==> src/rtl/j11bus_pkg.sv <==
// Shared definitions for the J11 bus router: GP codes, FSM states and target-select encoding.
package j11bus_pkg;

  localparam logic [7:0] GP_RD_PWR   = 8'o000;
  localparam logic [7:0] GP_BRST_SET = 8'o014;
  localparam logic [7:0] GP_BRST_CLR = 8'o214;
  localparam logic [7:0] GP_ODT_SET  = 8'o034;
  localparam logic [7:0] GP_ODT_CLR  = 8'o234;

  typedef enum logic {IDLE, WAIT} state_e;

  typedef enum logic [1:0] {SEL_MEM, SEL_SLV, SEL_GP, SEL_NONE} sel_e;

endpackage

==> src/rtl/j11bus_router_if.sv <==
// J11 front-end bus cycle handshake: request/address/data in, ack/error/read data out.
interface j11bus_router_if #(
  parameter int AW = 22,
  parameter int DW = 16
) ();
  logic          busreq;
  logic          buswr;
  logic          busgp;
  logic [AW-1:0] busaddr;
  logic [DW-1:0] buswdata;
  logic          busack;
  logic          buserr;
  logic [DW-1:0] busrdata;

  modport master (output busreq, buswr, busgp, busaddr, buswdata,
                  input  busack, buserr, busrdata);
  modport slave  (input  busreq, buswr, busgp, busaddr, buswdata,
                  output busack, buserr, busrdata);
endinterface

==> src/rtl/j11bus_decode.sv <==
// Combinational target decode: GP, memory, first matching I/O-page window, or unmapped.
module j11bus_decode
  import j11bus_pkg::*;
#(
  parameter int                 AW       = 22,
  parameter int                 NSLAVE   = 4,
  parameter logic [AW-1:0]      IOBASE   = 22'o17760000,
  parameter logic [NSLAVE*13-1:0] SLV_BASE = {13'o17570, 13'o17560, 13'o17550, 13'o17540},
  parameter logic [NSLAVE*13-1:0] SLV_MASK = {NSLAVE{13'o17770}}
) (
  input  logic [AW-1:0]     addr,
  input  logic              gp,
  output logic [NSLAVE-1:0] slv_hit,
  output sel_e              target
);

  logic io;
  logic found;

  always_comb begin
    io      = (addr >= IOBASE);
    found   = 1'b0;
    slv_hit = '0;
    // Scan upward and stop at the first hit so overlapping windows resolve to the lowest index.
    for (int i = 0; i < NSLAVE; i++) begin
      if (!found && io &&
          ((addr[12:0] & SLV_MASK[13*i +: 13]) == (SLV_BASE[13*i +: 13] & SLV_MASK[13*i +: 13]))) begin
        slv_hit[i] = 1'b1;
        found      = 1'b1;
      end
    end
    target = SEL_NONE;
    if (gp)         target = SEL_GP;
    else if (!io)   target = SEL_MEM;
    else if (found) target = SEL_SLV;
  end

endmodule

==> src/rtl/j11bus_router.sv <==
// Routes one J11 bus cycle at a time to memory or an I/O-page peripheral, serves GP cycles
// locally and bus-errors unmapped or unacknowledged cycles.
//   state | meaning
//   IDLE  | no cycle outstanding; busreq accepted here
//   WAIT  | request issued to memory/peripheral; waiting for its ack or timeout
module j11bus_router
  import j11bus_pkg::*;
#(
  parameter int                   AW       = 22,
  parameter int                   DW       = 16,
  parameter int                   NSLAVE   = 4,
  parameter logic [AW-1:0]        IOBASE   = 22'o17760000,
  parameter logic [NSLAVE*13-1:0] SLV_BASE = {13'o17570, 13'o17560, 13'o17550, 13'o17540},
  parameter logic [NSLAVE*13-1:0] SLV_MASK = {NSLAVE{13'o17770}},
  parameter int                   TIMEOUT  = 64,
  parameter logic [DW-1:0]        POWERUP  = 16'o5
) (
  input  logic                 clk,
  input  logic                 rst_n,
  j11bus_router_if.slave       bus,
  output logic                 busrst,
  output logic                 odt,
  output logic                 memreq,
  input  logic                 memack,
  input  logic [DW-1:0]        memrdata,
  output logic [NSLAVE-1:0]    slvreq,
  input  logic [NSLAVE-1:0]    slvack,
  input  logic [NSLAVE*DW-1:0] slvrdata,
  output logic [AW-1:0]        devaddr,
  output logic                 devwr,
  output logic [DW-1:0]        devwdata
);

  localparam int            TW    = $clog2(TIMEOUT);
  localparam logic [TW-1:0] TLOAD = TW'(TIMEOUT - 1);

  state_e            state, state_n;
  sel_e              tgt, tgt_n, target;
  logic [NSLAVE-1:0] slv_sel, slv_sel_n, slv_hit, slvreq_n;
  logic [TW-1:0]     timer, timer_n;
  logic              take, ack_q, ack_n, err_q, err_n, brst_n, odt_n, memreq_n;
  logic              tgt_ack;
  logic [DW-1:0]     rdata_q, rdata_n, slv_rdata, tgt_rdata;

  j11bus_decode #(
    .AW(AW), .NSLAVE(NSLAVE), .IOBASE(IOBASE), .SLV_BASE(SLV_BASE), .SLV_MASK(SLV_MASK)
  ) u_decode (
    .addr(bus.busaddr), .gp(bus.busgp), .slv_hit(slv_hit), .target(target)
  );

  always_comb begin
    slv_rdata = '0;
    for (int i = 0; i < NSLAVE; i++)
      if (slv_sel[i]) slv_rdata = slv_rdata | slvrdata[DW*i +: DW];
  end

  always_comb begin
    state_n   = state;
    tgt_n     = tgt;
    slv_sel_n = slv_sel;
    timer_n   = timer;
    take      = 1'b0;
    ack_n     = 1'b0;
    err_n     = 1'b0;
    rdata_n   = rdata_q;
    brst_n    = busrst;
    odt_n     = odt;
    memreq_n  = 1'b0;
    slvreq_n  = '0;
    tgt_ack   = (tgt == SEL_MEM) ? memack : |(slvack & slv_sel);
    tgt_rdata = (tgt == SEL_MEM) ? memrdata : slv_rdata;
    case (state)
      IDLE: if (bus.busreq) begin
        take      = 1'b1;
        tgt_n     = target;
        slv_sel_n = slv_hit;
        timer_n   = TLOAD;
        case (target)
          SEL_GP: begin
            ack_n = 1'b1;
            if (bus.buswr) begin
              case (bus.busaddr[7:0])
                GP_BRST_SET: brst_n = 1'b1;
                GP_BRST_CLR: brst_n = 1'b0;
                GP_ODT_SET:  odt_n  = 1'b1;
                GP_ODT_CLR:  odt_n  = 1'b0;
                default: ;
              endcase
            end else begin
              rdata_n = (bus.busaddr[7:0] == GP_RD_PWR) ? POWERUP : '0;
            end
          end
          SEL_MEM: begin
            memreq_n = 1'b1;
            state_n  = WAIT;
          end
          SEL_SLV: begin
            slvreq_n = slv_hit;
            state_n  = WAIT;
          end
          default: begin
            ack_n = 1'b1;
            err_n = 1'b1;
          end
        endcase
      end
      WAIT: begin
        // An ack in the expiry cycle takes priority over the timeout error.
        if (tgt_ack) begin
          ack_n   = 1'b1;
          rdata_n = tgt_rdata;
          state_n = IDLE;
        end else if (timer == '0) begin
          ack_n   = 1'b1;
          err_n   = 1'b1;
          state_n = IDLE;
        end else begin
          timer_n = timer - 1'b1;
        end
      end
      default: state_n = IDLE;
    endcase
  end

  always_ff @(posedge clk or negedge rst_n) begin
    if (!rst_n) begin
      state    <= IDLE;
      tgt      <= SEL_NONE;
      slv_sel  <= '0;
      timer    <= '0;
      ack_q    <= 1'b0;
      err_q    <= 1'b0;
      rdata_q  <= '0;
      busrst   <= 1'b1;
      odt      <= 1'b0;
      memreq   <= 1'b0;
      slvreq   <= '0;
      devaddr  <= '0;
      devwr    <= 1'b0;
      devwdata <= '0;
    end else begin
      state   <= state_n;
      tgt     <= tgt_n;
      slv_sel <= slv_sel_n;
      timer   <= timer_n;
      ack_q   <= ack_n;
      err_q   <= err_n;
      rdata_q <= rdata_n;
      busrst  <= brst_n;
      odt     <= odt_n;
      memreq  <= memreq_n;
      slvreq  <= slvreq_n;
      if (take) begin
        devaddr  <= bus.busaddr;
        devwr    <= bus.buswr;
        devwdata <= bus.buswdata;
      end
    end
  end

  assign bus.busack   = ack_q;
  assign bus.buserr   = err_q;
  assign bus.busrdata = rdata_q;

endmodule

==> src/flat_wrapper.sv <==
// flat-port wrapper written by rule: the top's interface ports become plain ports
module j11bus_router_flat import j11bus_pkg::*;
#(
  parameter int                   AW       = 22,
  parameter int                   DW       = 16,
  parameter int                   NSLAVE   = 4,
  parameter logic [AW-1:0]        IOBASE   = 22'o17760000,
  parameter logic [NSLAVE*13-1:0] SLV_BASE = {13'o17570, 13'o17560, 13'o17550, 13'o17540},
  parameter logic [NSLAVE*13-1:0] SLV_MASK = {NSLAVE{13'o17770}},
  parameter int                   TIMEOUT  = 64,
  parameter logic [DW-1:0]        POWERUP  = 16'o5
)
  (clk, rst_n, busrst, odt, memreq, memack, memrdata, slvreq, slvack, slvrdata, devaddr, devwr, devwdata, bus_busreq, bus_buswr, bus_busgp, bus_busaddr, bus_buswdata, bus_busack, bus_buserr, bus_busrdata);
  j11bus_router_if #(.AW(AW), .DW(DW)) bus_i ();
  input  logic clk;
  input  logic rst_n;
  output logic busrst;
  output logic odt;
  output logic memreq;
  input  logic memack;
  input  logic [DW-1:0] memrdata;
  output logic [NSLAVE-1:0] slvreq;
  input  logic [NSLAVE-1:0] slvack;
  input  logic [NSLAVE*DW-1:0] slvrdata;
  output logic [AW-1:0] devaddr;
  output logic devwr;
  output logic [DW-1:0] devwdata;
  input wire logic [$bits(bus_i.busreq)-1:0] bus_busreq;
  input wire logic [$bits(bus_i.buswr)-1:0] bus_buswr;
  input wire logic [$bits(bus_i.busgp)-1:0] bus_busgp;
  input wire logic [$bits(bus_i.busaddr)-1:0] bus_busaddr;
  input wire logic [$bits(bus_i.buswdata)-1:0] bus_buswdata;
  output wire logic [$bits(bus_i.busack)-1:0] bus_busack;
  output wire logic [$bits(bus_i.buserr)-1:0] bus_buserr;
  output wire logic [$bits(bus_i.busrdata)-1:0] bus_busrdata;
  assign bus_i.busreq = bus_busreq;
  assign bus_i.buswr = bus_buswr;
  assign bus_i.busgp = bus_busgp;
  assign bus_i.busaddr = bus_busaddr;
  assign bus_i.buswdata = bus_buswdata;
  assign bus_busack = bus_i.busack;
  assign bus_buserr = bus_i.buserr;
  assign bus_busrdata = bus_i.busrdata;
  j11bus_router #(.AW(AW), .DW(DW), .NSLAVE(NSLAVE), .IOBASE(IOBASE), .SLV_BASE(SLV_BASE), .SLV_MASK(SLV_MASK), .TIMEOUT(TIMEOUT), .POWERUP(POWERUP)) u_core (.clk(clk), .rst_n(rst_n), .bus(bus_i), .busrst(busrst), .odt(odt), .memreq(memreq), .memack(memack), .memrdata(memrdata), .slvreq(slvreq), .slvack(slvack), .slvrdata(slvrdata), .devaddr(devaddr), .devwr(devwr), .devwdata(devwdata));
endmodule
==> config.mk <==
export PLATFORM = sky130hd
export DESIGN_NAME = j11bus_router_flat
export DESIGN_NICKNAME = d
export VERILOG_FILES = /design/src/rtl/j11bus_pkg.sv /design/src/rtl/j11bus_router_if.sv /design/src/rtl/j11bus_decode.sv /design/src/rtl/j11bus_router.sv /design/src/flat_wrapper.sv
export SDC_FILE = /design/constraint.sdc
export NUM_CORES = 1
export LEC_CHECK = 0
export BUFFER_PORTS_ARGS = -buffer_cell sky130_fd_sc_hd__buf_2
export CAP_MARGIN = 20
export CORE_AREA = 2 2 81 103
export DETAILED_ROUTE_END_ITERATION = 12
export DIE_AREA = 0 0 83 105
export GPL_TIMING_DRIVEN = 0
export PLACE_DENSITY_LB_ADDON = 0.1
export SYNTH_ARGS = -nofsm -noshare
export SYNTH_HDL_FRONTEND = slang
export SYNTH_HIERARCHICAL = 1
export SYNTH_SLANG_ARGS = --single-unit
==> constraint.sdc <==
create_clock -name clk -period 5.5 [get_ports clk]
set_input_delay 0.275 -clock clk [delete_from_list [all_inputs] [get_ports clk]]
set_output_delay 0.275 -clock clk [all_outputs]
set_load 0.1 [all_outputs]
==> flow_metrics.py <==
metrics = {
    "outcome": {
        "status": "complete, no violations",
    },
    "clocking": {
        "ctsLongestPathBuffers": 2,
        "ctsRootBufferMaster": "clkbuf_8",
        "numCtsBuffers": 9,
        "cts_tree": "yes",
        "clk_pin_slew_ns": 0.07,
        "clock_latency_ns": 0.34,
        "clkSinkCount": 77,
        "cts.repair.resized": 0,
        "cts_max_level": 3,
        "postCtsSetupBuffers": 0,
    },
    "timing": {
        "timing.setup.tns_ns": 0,
        "final-setup-viol-count": 0,
        "finClkSkew_ns": 0.00363,
        "hold_violations": 0,
        "rsz0062_at_grt": "no",
        "min_period_ns": 2.29,
        "final_max_slew_viol_count": 0,
        "tightest_slew_ns": 0.564,
        "maxSlewHeadroom_pct": 62.4,
        "worst_hold_slack_ns": 0.118,
        "finalCritPeriodShare_pct": 41.7,
        "fmax_mhz": 436,
    },
    "drt": {
        "num_vias": 3709,
        "drc": 0,
        "totalWireLength_mm": 11.0,
        "wl_per_cell_um": 15.6,
        "ant_nets": 0,
        "vias_per_cell": 5.29,
        "first_pass_iters": 4,
        "drt_iter0_markers": 177,
    },
    "place": {
        "place.gp.congestion": 0.933,
        "port_buffers": 191,
        "dp_cells": 683,
        "dpl_cell_area_um2": 4790,
        "hpwl_mm": 8.49,
    },
    "synth": {
        "netlist_instances": 396,
        "yosysMostFrequentCell": "nand2_1",
        "synth_common_cells": "138 x nand2_1, 74 x dfrtp_1, 34 x a22oi_1",
        "ys_ff_latch": 77,
        "synth_top_area_share_pct": 50.1,
        "synth-edff-count": 0,
        "syn_nets": 526,
        "seq_area_frac_synth_pct": 52.2,
        "postSynthAreaPerCell_um2": 9.34,
        "synth_top_area_cell": "dfrtp_1",
        "synthFlopType": "dfrtp_1",
        "yosys-top-cells-area": "dfrtp_1 50%, nand2_1 14%, a22oi_1 6.9%, mux2_2 4.9%, a31oi_1 2.5%",
        "netlist_area_um2": 3700,
        "yosysUniqueCellTypes": 43,
        "synth-async-reset-ratio_pct": 100,
        "yosysWarnings": 6,
    },
    "floorplan": {
        "die_w_um": 83,
        "die_y_um": 105,
        "rows": 36,
        "dieArea_um2": 8720,
        "initial_utilization_pct": 48.0,
        "coreArea_um2": 7700,
        "io_pins": 192,
    },
    "worst_setup_path": {
        "cp.arrival_ns": 2.52,
        "worst_r2r_startpoint": "u_core/tgt[0]$_DFFE_PN1P_",
        "cp.required_ns": 5.73,
        "regToRegSetupSlack_ns": 3.28,
        "path_class": "in -> reg",
        "r2r_cells": 6,
        "critPathLaunchType": "input pin",
        "timing.rr.end": "u_core/bus.busrdata[9]$_DFFE_PN0P_",
        "cp-end-kind": "flop",
        "crit_fanout": 10,
    },
    "global_route": {
        "grt_start_max_net_pins": 40,
        "grt_usage_pct": 25.6,
        "antenna_found_initial": 2,
        "grt.overflow.total": 0,
        "grt_pass1_wl_mm": 17.9,
        "grt_pass1_vias": 3770,
    },
    "finish": {
        "drive_gt1_share_pct": 39.8,
        "layout.nets": 730,
        "final_cell_area_um2": 5030,
        "stdcell_count": 701,
        "areaGrowthSynthToFinish_pct": 36.1,
    },
    "min_path": {
        "hp-start": "bus_buswdata[9]",
        "holdPathEnd": "u_core/devwdata[9]$_DFFE_PN0P_",
        "holdPathStages": 3,
        "hold_path.class": "in -> reg",
    },
    "pwr": {
        "powerDensity_nw_per_um2": 702,
        "leakage_nw": 2.65,
        "ir_drop_mv": 0.549,
    },
    "flow_run": {
        "maxCapViolations": 0,
    },
}
## critical path: stages
cell and delay (ns):
buf_2 0.10, nand2_1 0.07, or4_4 0.57, o21bai_1 0.42
nand2b_1 0.14, nor3_1 0.30, a21oi_2 0.16, buf_6 0.21
mux2_2 0.27
## area by class of cell
type                            instances  area, µm²
Antenna cell                            1       2.50
Buffer                                 27        114
Clock buffer                           12        155
Clock inverter                          4       70.1
Fill cell                             681       2670
Inverter                                3       11.3
Multi-Input combinational cell        289       1640
Sequential cell                        77       1930
Tap cell                               95        119
Timing Repair Buffer                  193        988
## worst max-delay path by stage
stage                                    from                                 end  cells after the start
detailed placement            bus_busaddr[21]              u_core/odt$_DFFE_PN0P_                      8
finish                        bus_busaddr[21]  u_core/bus.busrdata[9]$_DFFE_PN0P_                      9
global placement              bus_busaddr[21]              u_core/odt$_DFFE_PN0P_                      8
global route        u_core/tgt[0]$_DFFE_PN1P_  u_core/bus.busrdata[7]$_DFFE_PN0P_                      6
floorplan                     bus_busaddr[21]              u_core/odt$_DFFE_PN0P_                      7
CTS                           bus_busaddr[21]              u_core/odt$_DFFE_PN0P_                      8
## layer usage
metal  global-route usage (%)  up-vias  share of wire, %
met2                     42.9      187                49
met3                     9.32       26               9.4
met5                        0        -              0.12
li1                         -     1785                 -
met1                     28.9     1709                39
met4                     11.8        2               2.6
## state kept, by name, indices dropped and copies added, names as in the netlist
signal and flops:
u_core/odt 1, u_core/bus.busack 1, u_core/busrst 1, u_core/slvreq 4, u_core/slv_sel 4, u_core/tgt 2, u_core/bus.buserr 1, u_core/devwr 1
u_core/devaddr 22, u_core/state 1, u_core/devwdata 16, u_core/timer 6, u_core/memreq 1, u_core/bus.busrdata 16
## cells by family (layout without fill, tap and decap cells)
kind of cell | count (synthesis) | after routing | share of synthesized area [%]
and+or+nand+nor | 188 | 188 | 23.0
AOI/OAI and AO/OA | 77 | 77 | 14.1
DFF | 77 | 77 | 52.2
buffers and inverters | 30 | 239 | 3.38
muxes | 22 | 22 | 6.57
adders and majority gates | 2 | 2 | 0.677
other | 0 | 1 | 0
## layout by cell type, fill, tap and decap left out, types with 3 or more instances in the layout
cell,n
nand2b_1,3
and2_1,4
mux2_2,16
buf_2,194
or4_4,3
dfstp_2,3
or4_1,3
o21bai_1,3
nor3_1,5
clkbuf_1,22
a31oi_1,15
nand2_1,138
nor2_1,10
inv_1,3
dfrtp_1,74
and3_1,3
mux2i_1,4
a22oi_1,34
clkbuf_8,11
o21ai_0,18
## what timing repair did
item	4_1_cts	5_1_grt
endpoints found under the setup margin	0	0
hold buffers	1	0
hold endpoints to repair	37	0
## through the flow
| step | worst slack, ns | power (W) | utilization [%] |
|---|---|---|---|
| 2_1_floorplan | 3.14 | 0.00266 | - |
| 3_3_place_gp | 2.84 | 0.00304 | 62.0 |
| 3_5_place_dp | 2.85 | 0.00307 | 62.2 |
| 4_1_cts | 3.23 | 0.00356 | 65.3 |
| 5_1_grt | 3.17 | 0.00369 | 65.3 |
| 6_report | 3.21 | 0.00353 | 65.3 |
## power breakdown
part | internal [W] | switching, W
combinational | 0.000354 | 0.00182
sequential | 0.000772 | 0.000107
clock | 0.000279 | 0.000196
(Power assumes the default switching activity.)
